===== config.mk =====
export PLATFORM = sky130hd
export DESIGN_NAME = mod_counter
export DESIGN_NICKNAME = d
export VERILOG_FILES = /design/src/rtl/mod_counter.sv
export SDC_FILE = /design/constraint.sdc
export NUM_CORES = 1
export LEC_CHECK = 0
export CORE_MARGIN = 8
export CORE_UTILIZATION = 48
export CTS_CLUSTER_DIAMETER = 150
export DETAILED_ROUTE_END_ITERATION = 8
export PLACE_DENSITY = 0.8
export SLEW_MARGIN = 40
export SYNTH_ARGS = -nofsm -noshare
export SYNTH_HDL_FRONTEND = slang
export SYNTH_SLANG_ARGS = --single-unit

===== constraint.sdc =====
create_clock -name clk -period 2.9 [get_ports clk]
set_input_delay 0.58 -clock clk [delete_from_list [all_inputs] [get_ports clk]]
set_output_delay 0.58 -clock clk [all_outputs]
set_load 0.02 [all_outputs]

===== src/rtl/mod_counter.sv =====
// Modulo-N up/down counter with prescaler, wrap or one-shot mode.
// Ports: clk, reset (async high), enable, load, load_val, dir, mode -> cnt, carry, done.
module mod_counter #(
    parameter int WIDTH    = 12,
    parameter int MODULUS  = 4096,
    parameter int PRESCALE = 1
) (
    input  logic             clk,
    input  logic             reset,
    input  logic             enable,
    input  logic             load,
    input  logic [WIDTH-1:0] load_val,
    input  logic             dir,
    input  logic             mode,
    output logic [WIDTH-1:0] cnt,
    output logic             carry,
    output logic             done
);

    // Prescaler needs at least one bit even when PRESCALE is 1
    localparam int PW = (PRESCALE > 1) ? $clog2(PRESCALE) : 1;

    localparam logic [WIDTH-1:0] MAXV = WIDTH'(MODULUS - 1);
    localparam logic [WIDTH:0]   MODW = (WIDTH+1)'(MODULUS);
    localparam logic [WIDTH-1:0] ONE  = WIDTH'(1);
    localparam logic [PW-1:0]    PMAX = PW'(PRESCALE - 1);
    localparam logic [PW-1:0]    PONE = PW'(1);

    typedef enum logic {
        RUN  = 1'b0,
        HALT = 1'b1
    } state_t;

    state_t           r_state;
    state_t           w_state_nxt;
    logic [WIDTH-1:0] r_cnt;
    logic [WIDTH-1:0] w_cnt_nxt;
    logic [PW-1:0]    r_pre;
    logic [PW-1:0]    w_pre_nxt;
    logic             r_carry;
    logic             w_carry_nxt;
    logic             r_done;
    logic             w_done_nxt;
    logic             w_run;
    logic             w_step;
    logic             w_term;
    logic [WIDTH-1:0] w_load_clamped;

    // Compare one bit wider so MODULUS == 2^WIDTH never clamps
    assign w_load_clamped = ({1'b0, load_val} >= MODW) ? MAXV : load_val;

    assign w_run  = (r_state == RUN);
    assign w_term = dir ? (r_cnt == MAXV) : (r_cnt == '0);
    assign w_step = enable && !load && w_run && (r_pre == PMAX);

    always_comb begin
        w_state_nxt = r_state;
        w_cnt_nxt   = r_cnt;
        w_pre_nxt   = r_pre;
        w_carry_nxt = 1'b0;

        if (load) begin
            w_cnt_nxt   = w_load_clamped;
            w_pre_nxt   = '0;
            w_state_nxt = RUN;
        end else if (enable && w_run) begin
            w_pre_nxt = (r_pre == PMAX) ? '0 : r_pre + PONE;
            if (w_step) begin
                if (w_term) begin
                    w_carry_nxt = 1'b1;
                    if (mode) begin
                        // One-shot: hold the terminal value
                        w_state_nxt = HALT;
                    end else begin
                        w_cnt_nxt = dir ? '0 : MAXV;
                    end
                end else begin
                    w_cnt_nxt = dir ? r_cnt + ONE : r_cnt - ONE;
                end
            end
        end

        w_done_nxt = (w_state_nxt == HALT);
    end

    always_ff @(posedge clk or posedge reset) begin
        if (reset) begin
            r_state <= RUN;
            r_cnt   <= '0;
            r_pre   <= '0;
            r_carry <= 1'b0;
            r_done  <= 1'b0;
        end else begin
            r_state <= w_state_nxt;
            r_cnt   <= w_cnt_nxt;
            r_pre   <= w_pre_nxt;
            r_carry <= w_carry_nxt;
            r_done  <= w_done_nxt;
        end
    end

    assign cnt   = r_cnt;
    assign carry = r_carry;
    assign done  = r_done;

endmodule


==> qor.log <==
[cts] sink count of the clock tree 14
[die] Rows 18
[logic_synthesis] Synth Warn # 0
[drt] antenna-violating nets left 0
[placement] HPWL reported at the end of detailed placement 3145 um
[grt] first-pass GRT wire length 6561 um
[outcome] result of the run completed
[timing] Finish-stage setup viols 0
[cells_and_area] Inserted Diodes 0
[setup_path] slowest CP cell clkdlybuf4s50_1
[logic_synthesis] number of different library cells in the post-synthesis netlist 38
[drt] routed wirelength normalized by instance count 18.23 um
[cells_and_area] number of nets in the final layout 222
[setup_path] arrival time reported for the critical path endpoint 2.91 ns
[cts] H-tree levels 1
[grt] pin count of the biggest net entering global routing 15
[timing] number of failing hold endpoints at the final stage 0
[logic_synthesis] top cells by area in the synthesized netlist dfrtp_1 29%, ha_1 10%, nand2_1 5.3%, xnor2_1 5.1%, a21oi_1 4.6%
[timing] max-slew violation count 0
[timing] Clock Skew 0.002852 ns
[grt] total grt overflow 0
[pwr] leakage power 0.7697 nW
[cts] number of buffers inserted to repair setup after CTS 0
[timing] final total negative setup slack 0 ns
[placement] quantity of I/O buffers inserted on ports 31
[drt] Residual DRC 0
[setup_path] nature of the critical path startpoint input port
[grt] total track usage 0.1929
[run] reported max-cap violation count 0
[die] height of the die 66.08 um
[logic_synthesis] share of the synthesized area in the top cell type 0.2911
[cts] clock tree from TritonCTS yes
[logic_synthesis] synthesized netlist net count 169
[setup_path] critical path peak fanout 5
[cells_and_area] Layout Area Growth over Synthesis 43.35%
[cells_and_area] proportion of layout cells with a drive suffix above 1 0.1563
[cts] buffer type at the clock tree root clkbuf_4
[die] Top-Level Pins 32
[grt] number of antenna violations at the first check in global routing 0
[drt] via count normalized by instance count 5.955
[cts] post-cts repair resize count 0
[cts] clock latency on the worst-skew pair 0.30 ns
[setup_path] cell chain of the critical path clkdlybuf4s50_1 > inv_1 > ha_1 > a211oi_2 > nor2_1 > o31a_1 > o41ai_2 > xnor2_1 > a22oi_1 > a21bo_1
[cells_and_area] share of the core filled with cells in the final layout 0.7094
[logic_synthesis] average footprint of a synthesized cell 8.598 um2
[logic_synthesis] register bit total from synthesis 14
[timing] timing-limited maximum frequency 369.2 MHz
[timing] part of the cycle the worst path needs 0.9340
[drt] initial detailed-routing violation count 86
[min_path] hold crit path type reg -> reg
[cts] cts bufs inserted 3
[die] core region area 2432 um2
[timing] Least-Margin Pin Slew 0.6083 ns
[die] total die area 4366 um2
[drt] total number of vias 1322
[logic_synthesis] post-synthesis cell count 140
[setup_path] endpoint kind of the worst setup timing path flop
[timing] time the worst path needs with I/O delays and setup 2.708 ns
[drt] Routed Wire Length 4046 um
[cells_and_area] Filler cells 188
[cells_and_area] area of the multi-input gates 818.3 um2
[drt] DR pass1 iterations 4
[timing] setup repair after global routing missed its margin no
[die] effective utilization at floorplan 0.4949
[grt] vias in the first global route 1357
[cts] total of hold buffers inserted after clock tree synthesis 0
[cts] clock-pin slew reported for the worst setup and hold paths after clock tree synthesis 0.11 ns
[cts] CTS Buffer Depth 2
[pwr] Peak VDD IR 335.8 uV
[setup_path] longest individual stage delay on the worst path 0.49 ns
[logic_synthesis] cell type with the highest aggregate area in the netlist dfrtp_1
[pwr] power density cells 545.6 nW/um2
[timing] remaining max-slew budget at the tightest pin 0.5940
[cells_and_area] register cell area after layout 350.3 um2
[setup_path] kind of cell with the highest combined delay on the critical path compound AO/OA/AOI/OAI gates
[placement] gpl congestion 0.8672
[setup_path] CP Buf/Inv Count 2
[logic_synthesis] sequential fraction of the synthesis area 0.2911
[logic_synthesis] area of the mapped netlist 1204 um2
[setup_path] required time of the critical path 3.11 ns
[die] width of the die 66.08 um
[setup_path] worst setup path category in -> reg
## stage by stage
stage / total power (W) / instances / cell area [um2] / worst slack (ns) / hold slack (ns)
floorplan: 0.0005737 / 140 / 1204 / 0.3511 / 0.4692
global placement: 0.0007615 / 218 / 1689 / -0.009006 / 0.4923
detailed placement: 0.0007787 / 218 / 1689 / -0.1171 / 0.5213
CTS: 0.0009324 / 222 / 1725 / 0.1829 / 0.5432
global route: 0.0009958 / 222 / 1725 / 0.06173 / 0.5833
finish: 0.0009414 / 222 / 1725 / 0.1915 / 0.5487
## per-layer routing
layer | share of wire | global-route usage | wire [um] | vias to the layer above
li1 | - | - | - | 623
met1 | 0.40 | 0.2136 | 1619 | 633
met4 | 0.032 | 0.1093 | 130 | 0
met2 | 0.52 | 0.3337 | 2088 | 52
met3 | 0.051 | 0.04068 | 208 | 14
met5 | 0 | 0 | 0 | -
## cell usage after synthesis
| cell type | count |
|---|---|
| nor4_1 | 2 |
| nand4_1 | 2 |
| nor2b_1 | 1 |
| a21oi_1 | 11 |
| fa_1 | 1 |
| and4_4 | 1 |
| nor4_4 | 1 |
| xnor2_1 | 7 |
| a21bo_1 | 1 |
| o22ai_1 | 5 |
| nor2_1 | 11 |
| nor3b_4 | 1 |
| a211oi_1 | 1 |
| xor2_1 | 2 |
| a211o_1 | 2 |
| buf_2 | 1 |
| nand2_1 | 17 |
| o31ai_1 | 1 |
| nor3_1 | 4 |
| o211ai_1 | 1 |
| a211oi_2 | 1 |
| a21oi_2 | 1 |
| o21ai_0 | 9 |
| o21ai_1 | 4 |
| a21o_1 | 3 |
| or2_1 | 2 |
| a31oi_1 | 2 |
| clkbuf_1 | 2 |
| nand3_1 | 2 |
| o31a_1 | 1 |
| dfrtp_1 | 14 |
| o41ai_2 | 1 |
| o21a_1 | 2 |
| a22oi_1 | 2 |
| inv_1 | 6 |
| ha_1 | 10 |
| o221a_1 | 4 |
| nand2b_1 | 1 |
## layout make-up
class / count / area share
Clock buffer: 4 / 0.02103
Inverter: 6 / 0.01305
Multi-Input combinational cell: 117 / 0.4743
Sequential cell: 14 / 0.2030
Tap cell: 30 / 0.02175
Timing Repair Buffer: 51 / 0.2669
## registers in the layout (all words and copies together), names as in the netlist
signal	cells
done	1
carry	1
cnt	12
## path summary, 6_finish.rpt
path | cells past startpoint | start | endpoint | slack, ns
min in group asynchronous | 2 | reset | cnt[0]$_DFFE_PP0P_ | 0.63
setup / recovery | 10 | dir | cnt[11]$_DFFE_PP0P_ | 0.19
hold / removal | 2 | done$_DFFE_PP0P_ | done$_DFFE_PP0P_ | 0.55
setup reg to reg | 8 | cnt[0]$_DFFE_PP0P_ | cnt[10]$_DFFE_PP0P_ | 0.61
max in group asynchronous | 2 | reset | cnt[8]$_DFFE_PP0P_ | 1.87
hold reg to reg | 2 | done$_DFFE_PP0P_ | done$_DFFE_PP0P_ | 0.55
## tightest hold or removal path: stages (launching register included)
cell and delay (ns):
dfrtp_1 0.38, a31oi_1 0.05, nor2_1 0.08
## placed cells by master, fill, tap and decap left out, types with 2 or more instances in the layout
| master | n |
|---|---|
| xor2_1 | 2 |
| clkbuf_4 | 3 |
| a211o_1 | 2 |
| nand4_1 | 2 |
| buf_4 | 20 |
| o21a_1 | 2 |
| nand3_1 | 2 |
| a21oi_1 | 11 |
| nor2_1 | 11 |
| nand2_1 | 17 |
| o21ai_0 | 9 |
| inv_1 | 6 |
| a22oi_1 | 2 |
| a31oi_1 | 2 |
| nor4_1 | 2 |
| a21o_1 | 3 |
| o221a_1 | 4 |
| or2_1 | 2 |
| o21ai_1 | 4 |
| nor3_1 | 4 |
| o22ai_1 | 5 |
| ha_1 | 10 |
| dfrtp_1 | 14 |
| clkdlybuf4s50_1 | 31 |
| xnor2_1 | 7 |
## cells by family (layout without fill, tap and decap cells)
family          Yosys count  after routing  share of synthesized area
fa+ha+maj                11             11                     0.1206
simple gates             45             45                     0.1965
buf+inv                   9             61                    0.02910
xor+xnor                  9              9                    0.06549
compound gates           52             52                     0.2973
flops                    14             14                     0.2911
## report_power, final
part / total (W) / switching [W] / internal [W]
Sequential: 0.000274 / 0.0000502 / 0.000224
Combinational: 0.000508 / 0.000251 / 0.000257
Clock: 0.000159 / 0.0000824 / 0.0000767
Total: 0.000941 / 0.000383 / 0.000558
Note: power is estimated with default switching activity, not from simulation.
